$ cat src/rtl/trail_pkg.sv
// Shared types and colour-fade helper for the motion-trail overlay.
package trail_pkg;

  typedef struct packed {
    logic [10:0] x;
    logic [9:0]  y;
    logic        v;
  } pos_t;

  typedef struct packed {
    logic [7:0] r;
    logic [7:0] g;
    logic [7:0] b;
  } rgb_t;

  function automatic logic [7:0] sat_sub(input logic [7:0] ch, input int dec);
    int diff;
    diff = int'({24'd0, ch}) - dec;
    if (diff > 0) begin
      return diff[7:0];
    end else begin
      return 8'd0;
    end
  endfunction

  // Per-channel colour of a slot that is 'age' samples old, floored at black.
  function automatic rgb_t fade(input rgb_t base, input int age, input logic [7:0] step);
    int   dec;
    rgb_t res;
    dec   = age * int'({24'd0, step});
    res.r = sat_sub(base.r, dec);
    res.g = sat_sub(base.g, dec);
    res.b = sat_sub(base.b, dec);
    return res;
  endfunction

endpackage

$ cat src/rtl/trail_slot_hit.sv
// Combinational square-membership test for one history slot.
module trail_slot_hit
  import trail_pkg::*;
#(
  parameter int SIDE = 15
) (
  input  pos_t        pos,
  input  logic [10:0] hcount,
  input  logic [9:0]  vcount,
  output logic        hit
);

  localparam logic [11:0] SIDE_W = 12'(SIDE);

  logic [11:0] h_s;
  logic [11:0] v_s;
  logic [11:0] x_s;
  logic [11:0] y_s;

  // One extra bit of headroom keeps x+SIDE near 2047 from wrapping to 0.
  assign h_s = {1'b0, hcount};
  assign v_s = {2'b00, vcount};
  assign x_s = {1'b0, pos.x};
  assign y_s = {2'b00, pos.y};

  assign hit = pos.v
             && (h_s >= x_s) && (h_s < (x_s + SIDE_W))
             && (v_s >= y_s) && (v_s < (y_s + SIDE_W));

endmodule

$ cat src/rtl/trail_renderer.sv
// Motion-trail overlay: DEPTH-deep position history drawn as fading squares.
// Optional build macro TRAIL_DEDUP_EN suppresses pushes of a repeated position.
module trail_renderer
  import trail_pkg::*;
#(
  parameter int          DEPTH      = 5,
  parameter int          DECIM      = 1,
  parameter int          SIZE_MAX   = 15,
  parameter int          SIZE_STEP  = 3,
  parameter logic [23:0] BASE_COLOR = 24'hFF_FF_FF,
  parameter logic [7:0]  FADE_STEP  = 8'h22
) (
  input  logic                         clk_in,
  input  logic                         rst_in,
  input  logic                         nf_in,
  input  logic                         en_in,
  input  logic                         clear_in,
  input  logic [10:0]                  hcount_in,
  input  logic [9:0]                   vcount_in,
  input  logic [10:0]                  x_in,
  input  logic [9:0]                   y_in,
  input  logic                         obj_valid_in,
  output logic [23:0]                  color_out,
  output logic                         hit_out,
  output logic [$clog2(DEPTH+1)-1:0]   depth_used_out
);

  localparam int          DU_W    = $clog2(DEPTH + 1);
  localparam logic [7:0]  DC_LAST = 8'(DECIM - 1);

  generate
    if ((SIZE_MAX - (DEPTH - 1) * SIZE_STEP) < 1 || DEPTH < 1 || DEPTH > 16
        || DECIM < 1 || DECIM > 255) begin : g_bad_cfg
      $error("trail_renderer: illegal parameter combination");
    end
  endgenerate

  pos_t            hist_r [DEPTH];
  logic [7:0]      dc_r;
  logic            step_s;
  logic            push_s;
  logic            dup_s;
  logic            shift_s;
  logic [DEPTH-1:0] hit_s;
  logic [23:0]     slot_color_s [DEPTH];
  logic [23:0]     color_s;
  logic [23:0]     color_r;
  logic            hit_r;
  logic [DU_W-1:0] used_s;

  assign step_s = nf_in && en_in;
  assign push_s = step_s && (dc_r == DC_LAST);

`ifdef TRAIL_DEDUP_EN
  assign dup_s = obj_valid_in && hist_r[0].v && (x_in == hist_r[0].x) && (y_in == hist_r[0].y);
`else
  assign dup_s = 1'b0;
`endif

  assign shift_s = push_s && !dup_s;

  // History shift register and decimation counter; clear beats a same-cycle push.
  always_ff @(posedge clk_in or negedge rst_in) begin
    if (!rst_in) begin
      dc_r <= 8'd0;
      for (int i = 0; i < DEPTH; i++) begin
        hist_r[i] <= '0;
      end
    end else if (clear_in) begin
      dc_r <= 8'd0;
      for (int i = 0; i < DEPTH; i++) begin
        hist_r[i].v <= 1'b0;
      end
    end else begin
      if (step_s) begin
        dc_r <= push_s ? 8'd0 : (dc_r + 8'd1);
      end
      if (shift_s) begin
        hist_r[0] <= '{x: x_in, y: y_in, v: obj_valid_in};
        for (int i = 1; i < DEPTH; i++) begin
          hist_r[i] <= hist_r[i-1];
        end
      end
    end
  end

  genvar gi;
  generate
    for (gi = 0; gi < DEPTH; gi++) begin : g_slot
      localparam rgb_t SLOT_COLOR = fade(rgb_t'(BASE_COLOR), gi, FADE_STEP);
      assign slot_color_s[gi] = SLOT_COLOR;
      trail_slot_hit #(
        .SIDE (SIZE_MAX - gi * SIZE_STEP)
      ) u_hit (
        .pos    (hist_r[gi]),
        .hcount (hcount_in),
        .vcount (vcount_in),
        .hit    (hit_s[gi])
      );
    end
  endgenerate

  // Newest-wins priority mux, scanned oldest first so lower indices overwrite.
  always_comb begin
    color_s = 24'd0;
    for (int i = DEPTH - 1; i >= 0; i--) begin
      if (hit_s[i]) begin
        color_s = slot_color_s[i];
      end else begin
        color_s = color_s;
      end
    end
  end

  // Pixel output register.
  always_ff @(posedge clk_in or negedge rst_in) begin
    if (!rst_in) begin
      color_r <= 24'd0;
      hit_r   <= 1'b0;
    end else begin
      color_r <= color_s;
      hit_r   <= |hit_s;
    end
  end

  // Population count of valid slots.
  always_comb begin
    used_s = '0;
    for (int i = 0; i < DEPTH; i++) begin
      used_s = used_s + DU_W'(hist_r[i].v);
    end
  end

  assign color_out      = color_r;
  assign hit_out        = hit_r;
  assign depth_used_out = used_s;

endmodule
$ cat config.mk
export PLATFORM = sky130hd
export DESIGN_NAME = trail_renderer
export DESIGN_NICKNAME = d
export VERILOG_FILES = /design/src/rtl/trail_pkg.sv /design/src/rtl/trail_slot_hit.sv /design/src/rtl/trail_renderer.sv
export SDC_FILE = /design/constraint.sdc
export NUM_CORES = 1
export LEC_CHECK = 0
export ABC_AREA = 0
export BUFFER_PORTS_ARGS = -buffer_cell sky130_fd_sc_hd__buf_2
export CAP_MARGIN = 5
export CORE_ASPECT_RATIO = 1.2
export CORE_MARGIN = 5
export CORE_UTILIZATION = 30
export DETAILED_ROUTE_END_ITERATION = 6
export PLACE_DENSITY = 0.52
export SETUP_SLACK_MARGIN = 0.1
export SLEW_MARGIN = 20
export SYNTH_ARGS = -nofsm -noshare
export SYNTH_HDL_FRONTEND = slang
export SYNTH_SLANG_ARGS = --single-unit
$ cat constraint.sdc
create_clock -name clk_in -period 7.3 [get_ports clk_in]
set_input_delay 1.46 -clock clk_in [delete_from_list [all_inputs] [get_ports clk_in]]
set_output_delay 1.46 -clock clk_in [all_outputs]
set_load 0.02 [all_outputs]
==> reports/results.tsv, run 1 <==
metric	value	unit
status	finished clean	
Max Fclk	0.266	GHz
R2R Setup Slk	4.07	ns
Synth warnings	0	
CORE AREA	35100	um^2
Yosys top cell area share	0.288	
top_reg_cell synth	dfrtp_1	
clock period minus worst slack	3.75	ns
Post-CTS Setup Bufs	0	
post_cts resized	0	
Avg Cell Area, Syn	8.83	um^2
layout cell share with drive strength beyond 1	0.100	
DP Wirelength	20.7	mm
final cycle utilization of the critical path	0.514	
Total Routed Length	27.2	mm
max_slew headroom	0.375	
Fin. Hold Viols	0	
critical path required time	5.84	ns
number of detailed-route iterations in the first pass	4	
CTS tree	yes	
fin nets	1530	
PD cells	258	nW/um^2
chip width	182	um
sequential fraction of the synthesis area	0.288	
ANT cells	0	
commonest non-fill, non-tap cell in the layout	ha_1	
Reg-to-Reg Start	hist_r[34]$_DFFE_PN0P_	
cells after synthesis	1211	
clock sinks	123	
Worst Skew	0.0102	ns
commonest cells after routing, fill and taps aside	217 x ha_1, 148 x o21ai_0, 145 x nand2_1	
max-slew violation count	0	
first-pass GRT wire length	45.1	mm
Max VDD drop	0.173	mV
Area Growth Syn to Fin	12.5	%
element type at the critical path start	flop	
vias	8643	
Hold EP	hist_r[56]$_DFFE_PN0P_	
post-synth cell types	71	
post-route ant nets	0	
Seq cells post-synth	123	
Hold Path Stages	2	
Iteration-0 DRC Markers	335	
beginning of the worst hold path	hist_r[78]$_DFFE_PN0P_	
Initial Utilization	0.305	
Worst Path Max Fanout	4	
vias in the first global route	8902	
RSZ-0062 raised after global routing	no	
clock latency on the worst-skew pair	0.43	ns
clock buffer depth	2	
CP endpoint kind	output port	
post-route total power	3.10	mW
DRC	0	
max cap viols	0	
design area	12000	um^2
Num CTS Buffers	17	
syn_nets	1478	
routability congestion estimate	0.801	
Rows	75	
io pins	76	
wire per inst	15.6	um
CTS Hold Buffers Added	0	
top cells by area, synth	dfrtp_1 29%, ha_1 25%, o21ai_0 6.9%, xnor2_1 6.1%, nand2_1 5.1%	
Fill cells	3690	
Mapped Area	10700	um^2
Synth area leader	dfrtp_1	
Worst EP arrival	2.29	ns
post-DR vias/cell	4.97	
gr usage total	0.141	
largest net degree at the start of global routing	184	
Worst-Margin Slew	0.937	ns
Crit Path Category	reg -> out	
antenna violations before repair	0	
R2R Path End	color_out[21]$_DFF_PN0_	
gr ovfl total	0	
Hold Crit Class	reg -> reg	
die footprint	39500	um^2
Reg2Reg Depth	12	
Placed Area	11400	um^2
Port Buf Inserts	75	
CTS root buf	clkbuf_16	
leakage power	5.60	nW
TNS Setup	0	ns
Post-synth ARST share	1.00	
H-tree depth	4	
CTS clk-pin slew, worst paths	0.06	ns
post-layout util	0.343	
die height	217	um
Final setup viols	0	
number of flops mapped to enable cells by yosys	0	
-- logic make-up (layout without fill, tap and decap cells) --
| family | after synthesis | count (layout) | synth area share |
|---|---|---|---|
| AOI/OAI and AO/OA | 303 | 303 | 0.171 |
| xor gates and xnor gates | 84 | 84 | 0.0688 |
| adders and majority gates | 219 | 219 | 0.258 |
| buffers and inverters | 158 | 223 | 0.0639 |
| DFF | 123 | 123 | 0.288 |
| muxes | 9 | 9 | 0.00890 |
| and+or+nand+nor | 315 | 315 | 0.142 |
-- worst max-delay path, cell delays in order (launching register included) --
cell     delay (ns)
dfrtp_1        0.48
fa_1           0.52
fa_1           0.42
ha_1           0.29
buf_2          0.15
-- flip-flops by register name, summed over array words and instances (netlist names) --
signal,cells
color_out,4
dc_r,8
hit_out,1
hist_r,110
-- routing by layer --
metal  wire length [um]  track usage  share of wire
met4                393       0.0388          0.014
met1              12600        0.179           0.46
met5                  0            0              0
met3                783       0.0210          0.029
met2              13400        0.248           0.49
-- how the worst max path moves through the flow --
stage                              endpoint                   start  cells after the start  slack (ns)
floorplan           color_out[21]$_DFF_PN0_            hcount_in[0]                      9        3.90
global placement    color_out[21]$_DFF_PN0_            hcount_in[3]                      9        3.45
detailed placement  color_out[22]$_DFF_PN0_           hcount_in[10]                      8        3.38
CTS                       depth_used_out[1]  hist_r[66]$_DFFE_PN0P_                      4        3.53
global route              depth_used_out[1]  hist_r[66]$_DFFE_PN0P_                      4        3.45
finish                    depth_used_out[1]  hist_r[66]$_DFFE_PN0P_                      4        3.55
-- through the flow --
step / hold WS (ns) / worst slack, ns / instances
4_1_cts: 0.484 / 3.53 / 1738
6_report: 0.480 / 3.55 / 1738
2_1_floorplan: 0.450 / 3.90 / 1211
3_5_place_dp: 0.467 / 3.38 / 1706
3_3_place_gp: 0.461 / 3.45 / 1706
5_1_grt: 0.515 / 3.45 / 1738
-- layout make-up --
cell class	count	area, um^2	share of cell area
Tap cell	462	578	0.0481
Multi-Input combinational cell	930	6930	0.577
Sequential cell	123	3080	0.256
Clock buffer	22	484	0.0403
Inverter	114	428	0.0356
Timing Repair Buffer	77	409	0.0340
Clock inverter	10	115	0.00957
-- Yosys cell counts, types with 3 or more instances --
master / instances
buf_2: 12
a2111oi_0: 6
nor4_1: 10
a211o_1: 6
a21o_1: 14
clkbuf_1: 12
and4_1: 3
nor2_1: 43
nand2b_1: 11
o211ai_1: 10
mux2i_1: 5
dfrtp_1: 123
xor2_1: 9
o21ai_0: 148
inv_1: 113
o2111ai_1: 6
o21a_1: 6
a31oi_1: 10
ha_1: 217
nand4b_1: 3
a211oi_1: 15
o221ai_1: 5
mux2_2: 4
nand3_1: 33
xnor2_1: 75
nand4_1: 10
nor2b_1: 9
a21oi_1: 53
and3_1: 6
buf_4: 20
nand2_1: 145
nor3_1: 19
-- power breakdown --
part,switching (mW),internal (mW),leakage (nW)
combinational,0.701,0.552,3.80
clock,0.329,0.538,0.288
sequential,0.157,0.824,1.51
Note: power is estimated with default switching activity, not from simulation.
==> inputs of run 2 (changes only) <==
- clock period: 7.3 -> 3.89 ns (I/O delays scaled with it)
==> run 2 against run 1 <==
  * Clock power up 97%
  * Hold slack worse by 0.14 ns
  * Via count up 0.62%
  * Clock skew down 0.0010 ns
  * Critical path depth up 8
  * Power up 91%
  * First-iteration DRC count up 8.4%
  * Largest cell class unchanged
  * Sequential power up 87%
  * Wire length up 0.43%
  * Die area unchanged
  * Non-clock buffer count up 8
==> reports/results.tsv, run 2 (same netlist as run 1, synthesis figures left out) <==
metric	value	unit
PD cells	487	nW/um^2
slowest cell on the critical path	or4b_4	
R2R Path End	color_out[21]$_DFF_PN0_	
Reg2Reg Depth	12	
Max VDD drop	0.317	mV
max cap viols	0	
Fin. Hold Viols	0	
final cycle utilization of the critical path	0.825	
met2 WL	13.4	mm
wire per inst	15.6	um
Max Fclk	0.311	GHz
antenna violations before repair	0	
gr usage total	0.142	
Total Routed Length	27.3	mm
post-route ant nets	0	
post-DR vias/cell	4.98	
Area Growth Syn to Fin	13.6	%
crit path cell chain	inv_1, ha_1, nand2b_1, nor2_1, xnor2_1, ha_1, or3_2, a221o_1, a21oi_1, or4b_4, a21oi_2, o21ai_1	
Hold Crit Class	in -> async	
clock latency on the worst-skew pair	0.43	ns
clock buffer depth	2	
clock period minus worst slack	3.21	ns
layout cell share with drive strength beyond 1	0.105	
post_cts resized	0	
Port Buf Inserts	75	
CTS tree	yes	
die footprint	39500	um^2
Rows	75	
CORE AREA	35100	um^2
max reg flops	110	
largest net degree at the start of global routing	67	
CTS clk-pin slew, worst paths	0.06	ns
vias in the first global route	9039	
clock sinks	123	
Post-CTS Setup Bufs	0	
gr ovfl total	0	
die height	217	um
status	finished clean	
RSZ-0062 raised after global routing	no	
Worst Path Max Fanout	4	
max_slew headroom	0.527	
H-tree depth	4	
Crit Path Category	reg -> reg	
max incr delay on CP	0.51	ns
number of detailed-route iterations in the first pass	4	
cell mode on critical path	ha_1	
Worst EP arrival	3.51	ns
CTS root buf	clkbuf_16	
DP Wirelength	21.5	mm
max-slew violation count	0	
vias	8697	
Initial Utilization	0.305	
Fill cells	3663	
io pins	76	
Iteration-0 DRC Markers	363	
Place WS	0.685	ns
fin nets	1538	
first-pass GRT wire length	45.3	mm
chip width	182	um
commonest non-fill, non-tap cell in the layout	ha_1	
Biggest register	hist_r	
leakage power	5.68	nW
Final setup viols	0	
CP endpoint kind	flop	
ANT cells	0	
DRC	0	
TNS Setup	0	ns
met1 wire length	12.3	mm
Worst Skew	0.00912	ns
CTS Hold Buffers Added	0	
Reg-to-Reg Start	hist_r[34]$_DFFE_PN0P_	
routability congestion estimate	0.825	
critical path required time	4.19	ns
WL met3	840	um
R2R Setup Slk	0.68	ns
top routing layer used	met4	
element type at the critical path start	flop	
Worst-Margin Slew	0.708	ns
Num CTS Buffers	17	
Final WS setup	0.679	ns
commonest cells after routing, fill and taps aside	217 x ha_1, 148 x o21ai_0, 145 x nand2_1	
[run 2: cell types whose count changed in the layout (fill, tap and decap cells not counted), sizes merged]
| cell | previous run | this run |
|---|---|---|
| clkbuf | 22 | 26 |
| clkinvlp | 3 | 0 |
| clkinv | 5 | 3 |
| bufinv | 2 | 3 |
| buf | 77 | 85 |
[run 2: worst max-delay path by stage]
stage	from	endpoint	slack (ns)	cells after the start
2_1_floorplan	hist_r[34]$_DFFE_PN0P_	color_out[21]$_DFF_PN0_	1.08	12
3_3_place_gp	hcount_in[3]	color_out[21]$_DFF_PN0_	0.74	9
3_5_place_dp	hist_r[34]$_DFFE_PN0P_	color_out[21]$_DFF_PN0_	0.69	12
4_1_cts	hist_r[34]$_DFFE_PN0P_	color_out[21]$_DFF_PN0_	0.66	12
5_1_grt	hist_r[34]$_DFFE_PN0P_	color_out[22]$_DFF_PN0_	0.53	12
6_report	hist_r[34]$_DFFE_PN0P_	color_out[21]$_DFF_PN0_	0.68	12
[run 2: area by class of cell]
class,count,area [um^2],area share
Clock buffer,26,529,0.0436
Inverter,114,428,0.0352
Multi-Input combinational cell,930,6930,0.571
Clock inverter,6,105,0.00865
Sequential cell,123,3080,0.253
Timing Repair Buffer,85,494,0.0407
Tap cell,462,578,0.0476
[run 2: critical path: cells and delay by family, from the launching register on]
kind,cells,cell delay [ns]
compound gates,4,0.71
xor+xnor,1,0.09
fa+ha+maj,2,0.44
buf+inv,1,0.10
flops,1,0.39
simple gates,4,1.36
[run 2: routing by layer]
metal,up-vias,GRT usage
li1,4420,-
met1,4109,0.172
met2,126,0.252
met3,42,0.0256
met4,0,0.0508
met5,-,0
[run 2: where the power goes]
group / total [mW] / internal (mW) / switching, mW
clock: 1.71 / 1.12 / 0.589
combinational: 2.37 / 1.04 / 1.33
sequential: 1.84 / 1.55 / 0.290
[run 2: stage by stage]
step           instances  hold slack, ns  area (um^2)  total power [mW]   util
2_1_floorplan       1211           0.450        10700              3.56      -
5_1_grt             1746           0.372        12100              6.49  0.346
6_report            1746           0.336        12100              5.92  0.346
4_1_cts             1746           0.354        12100              6.02  0.346
3_5_place_dp        1714           0.463        11500              4.26  0.328
3_3_place_gp        1714           0.463        11500              4.20  0.328
==> inputs of run 3 (changes only) <==
- ABC_AREA: 0 -> 1
- PLACE_DENSITY: 0.52 -> 0.54
- clock period: 3.89 -> 2.7 ns (I/O delays scaled with it)
==> run 3 against run 2 <==
  * Largest cell class unchanged
  * Hold slack got worse by 0.24 ns
  * Sequential cell count stayed put
  * Power up 120%
  * Non-clock buffer count rose by 31
==> reports/results.tsv, run 3 <==
metric	value	unit
status	finished clean	
Area Growth Syn to Fin	17.2	%
top post-synthesis cells by count	338 x nand2_1, 217 x ha_1, 174 x inv_1	
Switching Fraction	0.464	
clock period minus worst slack	2.65	ns
Iteration-0 DRC Markers	474	
sequential cell fraction of total power	0.266	
slowest cell on the critical path	fa_1	
Multi-input gate area	7500	um^2
io pins	76	
H-tree depth	4	
TNS Setup	0	ns
top_reg_cell synth	dfrtp_1	
wire per inst	14.8	um
Buf/Inv on CP	1	
first-pass GRT wire length	49.5	mm
Fin. Hold Viols	0	
crit path cell chain	fa_1, fa_2, ha_4, buf_6	
fin nets	1813	
clock share of power	0.175	
Fill cells	3924	
max reg flops	110	
sequential fraction of the synthesis area	0.275	
CTS Hold Buffers Added	0	
Seq cells post-synth	123	
gr usage total	0.144	
die height	222	um
FF/Latch Area	3080	um^2
hold_ws	0.0994	ns
largest net degree at the start of global routing	124	
CP endpoint kind	output port	
Final setup viols	0	
Worst Path Max Fanout	2	
Worst EP arrival	2.11	ns
Final WS setup	0.0476	ns
post-route ant nets	0	
ANT cells	0	
Power Internal	6.90	mW
chip width	186	um
Placed Area	12100	um^2
Reg2Reg Depth	17	
critical path required time	2.16	ns
syn_nets	1721	
number of flops mapped to enable cells by yosys	0	
clock buffer depth	2	
max cap viols	0	
CTS clk-pin slew, worst paths	0.06	ns
vias	9673	
Avg Cell Area, Syn	7.71	um^2
cells after synthesis	1454	
Place WS	0.0161	ns
post-DR vias/cell	4.76	
die footprint	41400	um^2
Yosys top cell area share	0.275	
Synth warnings	0	
Crit Path Category	reg -> out	
Biggest register	hist_r	
Max VDD drop	0.470	mV
sw power	5.97	mW
CORE AREA	36900	um^2
vias in the first global route	9581	
Rows	77	
PD cells	979	nW/um^2
gr ovfl total	0	
post-synth cell types	35	
element type at the critical path start	flop	
Port Buf Inserts	75	
Worst Skew	0.0122	ns
commonest cells after routing, fill and taps aside	324 x nand2_1, 211 x ha_1, 164 x inv_1	
max incr delay on CP	0.50	ns
max-slew violation count	0	
design area	13100	um^2
most common cell in the synthesized netlist	nand2_1	
CTS root buf	clkbuf_16	
max_slew headroom	0.612	
RSZ-0062 raised after global routing	yes	
leakage power	6.26	nW
clock sinks	123	
CTS tree	yes	
post-layout util	0.356	
commonest non-fill, non-tap cell in the layout	nand2_1	
Synth area leader	dfrtp_1	
R2R Path End	color_out[20]$_DFF_PN0_	
Mapped Area	11200	um^2
combinational share of power	0.559	
Total Routed Length	30.1	mm
Initial Utilization	0.304	
final cycle utilization of the critical path	0.982	
routability congestion estimate	0.832	
number of detailed-route iterations in the first pass	5	
Max Fclk	0.377	GHz
Post-synth ARST share	1.00	
R2R Setup Slk	0.16	ns
Reg-to-Reg Start	hist_r[12]$_DFFE_PN0P_	
DRC	0	
Hold Crit Class	in -> async	
Worst-Margin Slew	0.582	ns
top cells by area, synth	dfrtp_1 27%, ha_1 24%, nand2_1 11%, o21ai_0 6.0%, inv_1 5.8%	
layout cell share with drive strength beyond 1	0.158	
Num CTS Buffers	17	
DP Wirelength	23.4	mm
antenna violations before repair	0	
clock latency on the worst-skew pair	0.43	ns
CP delay by family, top	adder cells	
## run 3: cell count changes after synthesis, sizes merged, moves of 12 or more
cell and change:
a211oi -14, a21oi +33, inv +63, nand2 +193, nand2b -12, nand3 +24
nor2 +53, o21ai -12, xnor2 -71, xor2 +61
## run 3: layer usage
layer,vias to the layer above,part of all wire,global-route usage
met5,-,0,0
met2,112,0.51,0.259
li1,4999,-,-
met1,4523,0.45,0.183
met4,0,0.021,0.0383
met3,39,0.017,0.0148
## run 3: what timing repair did
action,4_1_cts,5_1_grt
resized for setup,15,96
setup buffers,0,16
setup endpoints to repair,8,8
pin swaps,5,50
## run 3: cell type report
| type | instances | area share |
|---|---|---|
| well taps | 474 | 0.0451 |
| multi-input cells | 1111 | 0.571 |
| flip-flops and latches | 123 | 0.234 |
| repair buffers | 116 | 0.0558 |
| clock inverters | 13 | 0.00914 |
| inverters | 177 | 0.0505 |
| clock buffers | 19 | 0.0345 |
## run 3: per-stage QoR
| step | instances | total power, mW |
|---|---|---|
| final | 2033 | 12.9 |
| after global routing | 2033 | 14.4 |
| after CTS | 2017 | 12.5 |
| after detailed placement | 1985 | 10.2 |
| after global placement | 1985 | 9.99 |
| after floorplan | 1454 | 8.23 |
## run 3: worst max-delay path by stage
| stage | from | to | slack (ns) | cells past startpoint |
|---|---|---|---|---|
| floorplan | hist_r[24]$_DFFE_PN0P_ | color_out[21]$_DFF_PN0_ | 0.23 | 17 |
| global route | hist_r[12]$_DFFE_PN0P_ | color_out[21]$_DFF_PN0_ | -0.05 | 19 |
| global placement | hist_r[11]$_DFFE_PN0P_ | color_out[21]$_DFF_PN0_ | 0.08 | 18 |
| CTS | hist_r[22]$_DFFE_PN0P_ | depth_used_out[1] | -0.02 | 4 |
| detailed placement | hist_r[11]$_DFFE_PN0P_ | color_out[21]$_DFF_PN0_ | 0.02 | 18 |
| finish | hist_r[22]$_DFFE_PN0P_ | depth_used_out[1] | 0.05 | 4 |
## run 3: logic make-up (layout without fill, tap and decap cells)
kind of cell	after synthesis	in the layout	share of synthesized area
simple gates	554	554	0.206
compound gates	264	264	0.127
buf+inv	220	325	0.0883
fa+ha+maj	219	219	0.246
flops	123	123	0.275
xor+xnor	74	74	0.0578
## run 3: power by group through the flow
| stage | sequential (mW) | clock (mW) | combinational [mW] |
|---|---|---|---|
| CTS | 3.40 | 2.30 | 6.83 |
| detailed placement | 3.42 | 0 | 6.74 |
| floorplan | 3.18 | 0 | 5.05 |
| finish | 3.43 | 2.25 | 7.19 |
| global placement | 3.41 | 0 | 6.58 |
| global route | 3.55 | 2.37 | 8.43 |
